===== src/rtl/int16_serial_subtractor.sv =====
// Multi-cycle subtractor y = a - b, resolving BITS_PER_CYCLE bits per clock through
// full-adder cells fed with ~b and carry-in 1; valid/ready handshakes on both sides.
module int16_serial_subtractor #(
  parameter int WORD_WIDTH     = 16,
  parameter int BITS_PER_CYCLE = 1
) (
  input  logic                  clk,
  input  logic                  reset_n,
  input  logic                  in_valid,
  output logic                  in_ready,
  input  logic [WORD_WIDTH-1:0] a,
  input  logic [WORD_WIDTH-1:0] b,
  output logic                  out_valid,
  input  logic                  out_ready,
  output logic [WORD_WIDTH-1:0] y,
  output logic                  borrow,
  output logic                  ovf
);

  localparam int NUM_STEPS = WORD_WIDTH / BITS_PER_CYCLE;
  localparam int CNT_W     = (NUM_STEPS > 1) ? $clog2(NUM_STEPS) : 1;
  localparam logic [CNT_W-1:0] LAST_STEP = CNT_W'(NUM_STEPS - 1);

  generate
    if ((WORD_WIDTH < 2) || (BITS_PER_CYCLE < 1) || ((WORD_WIDTH % BITS_PER_CYCLE) != 0)) begin : g_bad_params
      $error("int16_serial_subtractor: WORD_WIDTH must be >= 2 and divisible by BITS_PER_CYCLE");
    end
  endgenerate

  typedef enum logic [1:0] {
    IDLE = 2'b00,
    RUN  = 2'b01,
    DONE = 2'b10
  } state_t;

  // Full-adder cell shared with the adder wrapper: returns {cout, sum}.
  function automatic logic [1:0] full_add(input logic x, input logic z, input logic c);
    return {(x & z) | (x & c) | (z & c), x ^ z ^ c};
  endfunction

  state_t                    state_r, state_next_s;
  logic                      in_ready_r, out_valid_r;
  logic [WORD_WIDTH-1:0]     a_sh_r, b_sh_r, res_sh_r, res_next_s;
  logic [BITS_PER_CYCLE-1:0] sum_s;
  logic                      carry_r, cout_s;
  logic [CNT_W-1:0]          count_r;
  logic                      a_msb_r, b_msb_r;
  logic                      accept_s, last_step_s;
  logic [WORD_WIDTH-1:0]     y_r;
  logic                      borrow_r, ovf_r;

  assign in_ready  = in_ready_r;
  assign out_valid = out_valid_r;
  assign y         = y_r;
  assign borrow    = borrow_r;
  assign ovf       = ovf_r;

  assign accept_s    = (state_r == IDLE) && in_valid;
  assign last_step_s = (count_r == LAST_STEP);
  // New sum bits enter at the MSB end; the dropped low bits are already consumed.
  assign res_next_s  = WORD_WIDTH'({sum_s, res_sh_r} >> BITS_PER_CYCLE);

  // Ripple the current slice of A, ~B and the running carry through the cells.
  always_comb begin : p_add
    logic       c_v;
    logic [1:0] fa_v;
    c_v   = carry_r;
    fa_v  = 2'b00;
    sum_s = '0;
    for (int i = 0; i < BITS_PER_CYCLE; i++) begin
      fa_v     = full_add(a_sh_r[i], b_sh_r[i], c_v);
      sum_s[i] = fa_v[0];
      c_v      = fa_v[1];
    end
    cout_s = c_v;
  end

  // Next-state decode for the handshake FSM.
  always_comb begin
    state_next_s = state_r;
    case (state_r)
      IDLE: begin
        if (in_valid) state_next_s = RUN;
        else          state_next_s = IDLE;
      end
      RUN: begin
        if (last_step_s) state_next_s = DONE;
        else             state_next_s = RUN;
      end
      DONE: begin
        if (out_ready) state_next_s = IDLE;
        else           state_next_s = DONE;
      end
      default: state_next_s = IDLE;
    endcase
  end

  // State register with handshake flags registered from the next state.
  always_ff @(posedge clk or negedge reset_n) begin
    if (!reset_n) begin
      state_r     <= IDLE;
      in_ready_r  <= 1'b1;
      out_valid_r <= 1'b0;
    end else begin
      state_r     <= state_next_s;
      in_ready_r  <= (state_next_s == IDLE);
      out_valid_r <= (state_next_s == DONE);
    end
  end

  // Operand capture and per-cycle shift/carry/count update.
  always_ff @(posedge clk or negedge reset_n) begin
    if (!reset_n) begin
      a_sh_r   <= '0;
      b_sh_r   <= '0;
      res_sh_r <= '0;
      carry_r  <= 1'b0;
      count_r  <= '0;
      a_msb_r  <= 1'b0;
      b_msb_r  <= 1'b0;
    end else if (accept_s) begin
      a_sh_r   <= a;
      b_sh_r   <= ~b;
      res_sh_r <= '0;
      carry_r  <= 1'b1;
      count_r  <= '0;
      a_msb_r  <= a[WORD_WIDTH-1];
      b_msb_r  <= b[WORD_WIDTH-1];
    end else if (state_r == RUN) begin
      a_sh_r   <= a_sh_r >> BITS_PER_CYCLE;
      b_sh_r   <= b_sh_r >> BITS_PER_CYCLE;
      res_sh_r <= res_next_s;
      carry_r  <= cout_s;
      count_r  <= count_r + CNT_W'(1);
    end else begin
      count_r  <= count_r;
    end
  end

  // Result commit on the final RUN edge; held until the next commit.
  always_ff @(posedge clk or negedge reset_n) begin
    if (!reset_n) begin
      y_r      <= '0;
      borrow_r <= 1'b0;
      ovf_r    <= 1'b0;
    end else if ((state_r == RUN) && last_step_s) begin
      y_r      <= res_next_s;
      borrow_r <= ~cout_s;
      ovf_r    <= (a_msb_r != b_msb_r) && (res_next_s[WORD_WIDTH-1] != a_msb_r);
    end else begin
      y_r      <= y_r;
    end
  end

endmodule


===== config.mk =====
export PLATFORM = sky130hd
export DESIGN_NAME = int16_serial_subtractor
export DESIGN_NICKNAME = d
export VERILOG_FILES = /design/src/rtl/int16_serial_subtractor.sv
export SDC_FILE = /design/constraint.sdc
export NUM_CORES = 1
export LEC_CHECK = 0
export ABC_AREA = 1
export CORE_ASPECT_RATIO = 0.75
export CORE_MARGIN = 1
export CORE_UTILIZATION = 38
export CTS_BUF_LIST = sky130_fd_sc_hd__clkbuf_2 sky130_fd_sc_hd__clkbuf_4 sky130_fd_sc_hd__clkbuf_8
export DETAILED_ROUTE_END_ITERATION = 7
export MAX_ROUTING_LAYER = met4
export SETUP_SLACK_MARGIN = 0.2
export SYNTH_ARGS = -nofsm -noshare
export SYNTH_HDL_FRONTEND = slang
export SYNTH_SLANG_ARGS = --single-unit
export TNS_END_PERCENT = 20

===== constraint.sdc =====
create_clock -name clk -period 1.9 [get_ports clk]
set_clock_uncertainty 0.1 [all_clocks]
set_input_delay 0.38 -clock clk [delete_from_list [all_inputs] [get_ports clk]]
set_output_delay 0.38 -clock clk [all_outputs]
set_load 0.1 [all_outputs]

==> metrics <==
status completed; Clock Sinks 76; post-DP HPWL 4757 um; Detailed Routing Iterations Pass 1 4; r2r setup slk 390 ps; Final #Nets 522; placer congestion estimate 0.7487; leak pwr 2.347 nW; worst-margin pin slew 471.4 ps; Die Ht 83.07 um; max-cap violation count 0; WL/cell 11.73 um; post-synthesis area per instance 7.852 sq um; Slew headroom 68.46%; Critical Path Source Type flip-flop; CP Max Fanout 1; Hold Slack 381.9 ps; row count 29; # setup viols final 0; CP Depth 1; area leader, netlist dfrtp_1; DRT Wirelength 7001 um; post-synthesis net count 462; flops & latches, synth 76; hold path depth 2; hold crit path type flip-flop to flip-flop; final instance area 4514 sq um; CP endpoint in_ready; TNS Setup 0 ps; H-tree depth 3; aggregate global-route resource usage 17.80%; Final period util 80.95%; CP max stage cell dfstp_2; Final ANT Viol Nets 0; post-layout util 53.17%; Cell variety after synth 17; fin. max-slew vios 0; Peak VDD IR 0.7518 mV; largest net degree at the start of global routing 77; width of the die 110.1 um; Area Overhead vs Synth 35.59%; area share of the largest cell type after synthesis 56.37%; vias 2741; setup slack after layout 362.0 ps; Root Buffer clkbuf_8; Synth warnings 0; Initial Util 39.21%; worst skew pair latency 350 ps; Starting DRT DRC Count 116; Mapped Area 3329 sq um; Via-to-Cell Ratio 4.591; core area 8491 sq um; Worst Path Arrival 1060 ps; pre-CTS setup slack 123.9 ps; layout cells sized above 1 11.04%; Residual DRC 0; Crit. End Element primary output; Max clock buf depth 2; DP Area 4245 sq um; cell count after synthesis 424; port bufs 55; reg2reg path depth 6; CTS tree built; critical path, cell by cell buf_12; crit path kind flip-flop to primary output; Worst EP required 1420 ps; Antenna diodes 0; Max stage delay on crit path 550 ps; initial antenna violation count 0; Synth area leaders dfrtp_1, nand2_1, o21ai_0; Max Clk Rate 650.2 MHz; number of global-route vias before repair 2679; I/O Pins 56; CTS clock-pin slew for the worst setup and hold paths 70 ps; power density over cell area 1744 nW/um^2; RSZ-0062 raised after global routing no; Final Hold Violating Endpoints 0; Seq/Total Area, Yosys 57.16%; r2r endpoint ovf$_DFFE_PN0P_; buffers plus inverters on the worst setup path 1; minimum clock period 1538 ps; CP top delay family flip-flops; commonest non-fill, non-tap cell in the layout nand2_1; Critical Path Start in_ready$_DFF_PN1_; TritonCTS Buffers 9; Reg-to-Reg Start a_sh_r[0]$_DFFE_PN0P_; total die area 9144 sq um; first-pass GRT wire length 12260 um; commonest cells after routing, fill and taps aside nand2_1, dfrtp_1, inv_1, o21ai_0, clkdlybuf4s50_1; GRT overflow 0
[metal layers]
metal	part of all wire, %	global-route usage [%]	wire length (um)
met1	49	23.68	3437
met4	1.4	5.455	95
met2	45	26.36	3158
met3	4.4	5.024	309
met5	0	-	0
[Yosys cell counts]
cell	instances
fa_1	1
inv_1	34
nand3_1	7
buf_4	3
o21ai_1	1
o21ai_2	1
nor2_1	5
dfstp_2	1
nor2_2	2
dfrtp_1	75
buf_2	13
o21ai_0	35
clkbuf_1	2
inv_2	2
nand2_1	240
ha_1	1
nand3b_1	1
[flip-flops by register name (all words and copies together), names as in the netlist]
signal,count
a_msb_r,1
in_ready,1
count_r,4
res_sh_r,15
out_valid,1
ovf,1
state_r,2
borrow,1
a_sh_r,16
carry_r,1
y,16
b_sh_r,16
b_msb_r,1
[logic make-up (layout without fill, tap and decap cells)]
group | Yosys count | count (layout) | synth area share [%]
AO/OA/AOI/OAI | 37 | 37 | 5.675
adder cells (fa/ha/maj) | 2 | 2 | 0.9770
buffers and inverters | 54 | 119 | 6.915
flip-flops | 76 | 76 | 57.16
AND/OR/NAND/NOR | 255 | 255 | 29.27
[per-stage QoR]
step                      power [mW]  instances
after detailed placement       6.386        580
after floorplan                5.070        424
final                          7.875        597
after global routing           8.412        597
after CTS                      7.948        597
after global placement         6.300        580
[worst min path at each step]
stage / start / endpoint / slack, ps
finish: b_sh_r[1]$_DFFE_PN0P_ / b_sh_r[1]$_DFFE_PN0P_ / 380
global route: b_sh_r[1]$_DFFE_PN0P_ / b_sh_r[1]$_DFFE_PN0P_ / 410
CTS: b_sh_r[1]$_DFFE_PN0P_ / b_sh_r[1]$_DFFE_PN0P_ / 390
detailed placement: reset_n / a_sh_r[8]$_DFFE_PN0P_ / 330
global placement: reset_n / a_sh_r[8]$_DFFE_PN0P_ / 330
floorplan: reset_n / a_msb_r$_DFFE_PN0N_ / -20
[cell type report]
| type | instances | area (sq um) |
|---|---|---|
| Clock inverter | 4 | 95.09 |
| Clock buffer | 12 | 158.9 |
| Multi-Input combinational cell | 294 | 1209 |
| Inverter | 36 | 135.1 |
| Fill cell | 815 | 3976 |
| Sequential cell | 76 | 1903 |
| Timing Repair Buffer | 67 | 878.3 |
| Tap cell | 108 | 135.1 |
[where the power goes]
group	internal [mW]	switching [mW]
sequential	2.31	0.474
combinational	1.27	2.30
clock	0.957	0.570
[what timing repair did]
item,in CTS,in global routing
setup buffers,0,0
hold buffers,1,0
resized for setup,0,2
setup endpoints to repair,0,1
endpoints found under the hold margin,75,0
Power figures use the tool's default switching activity.
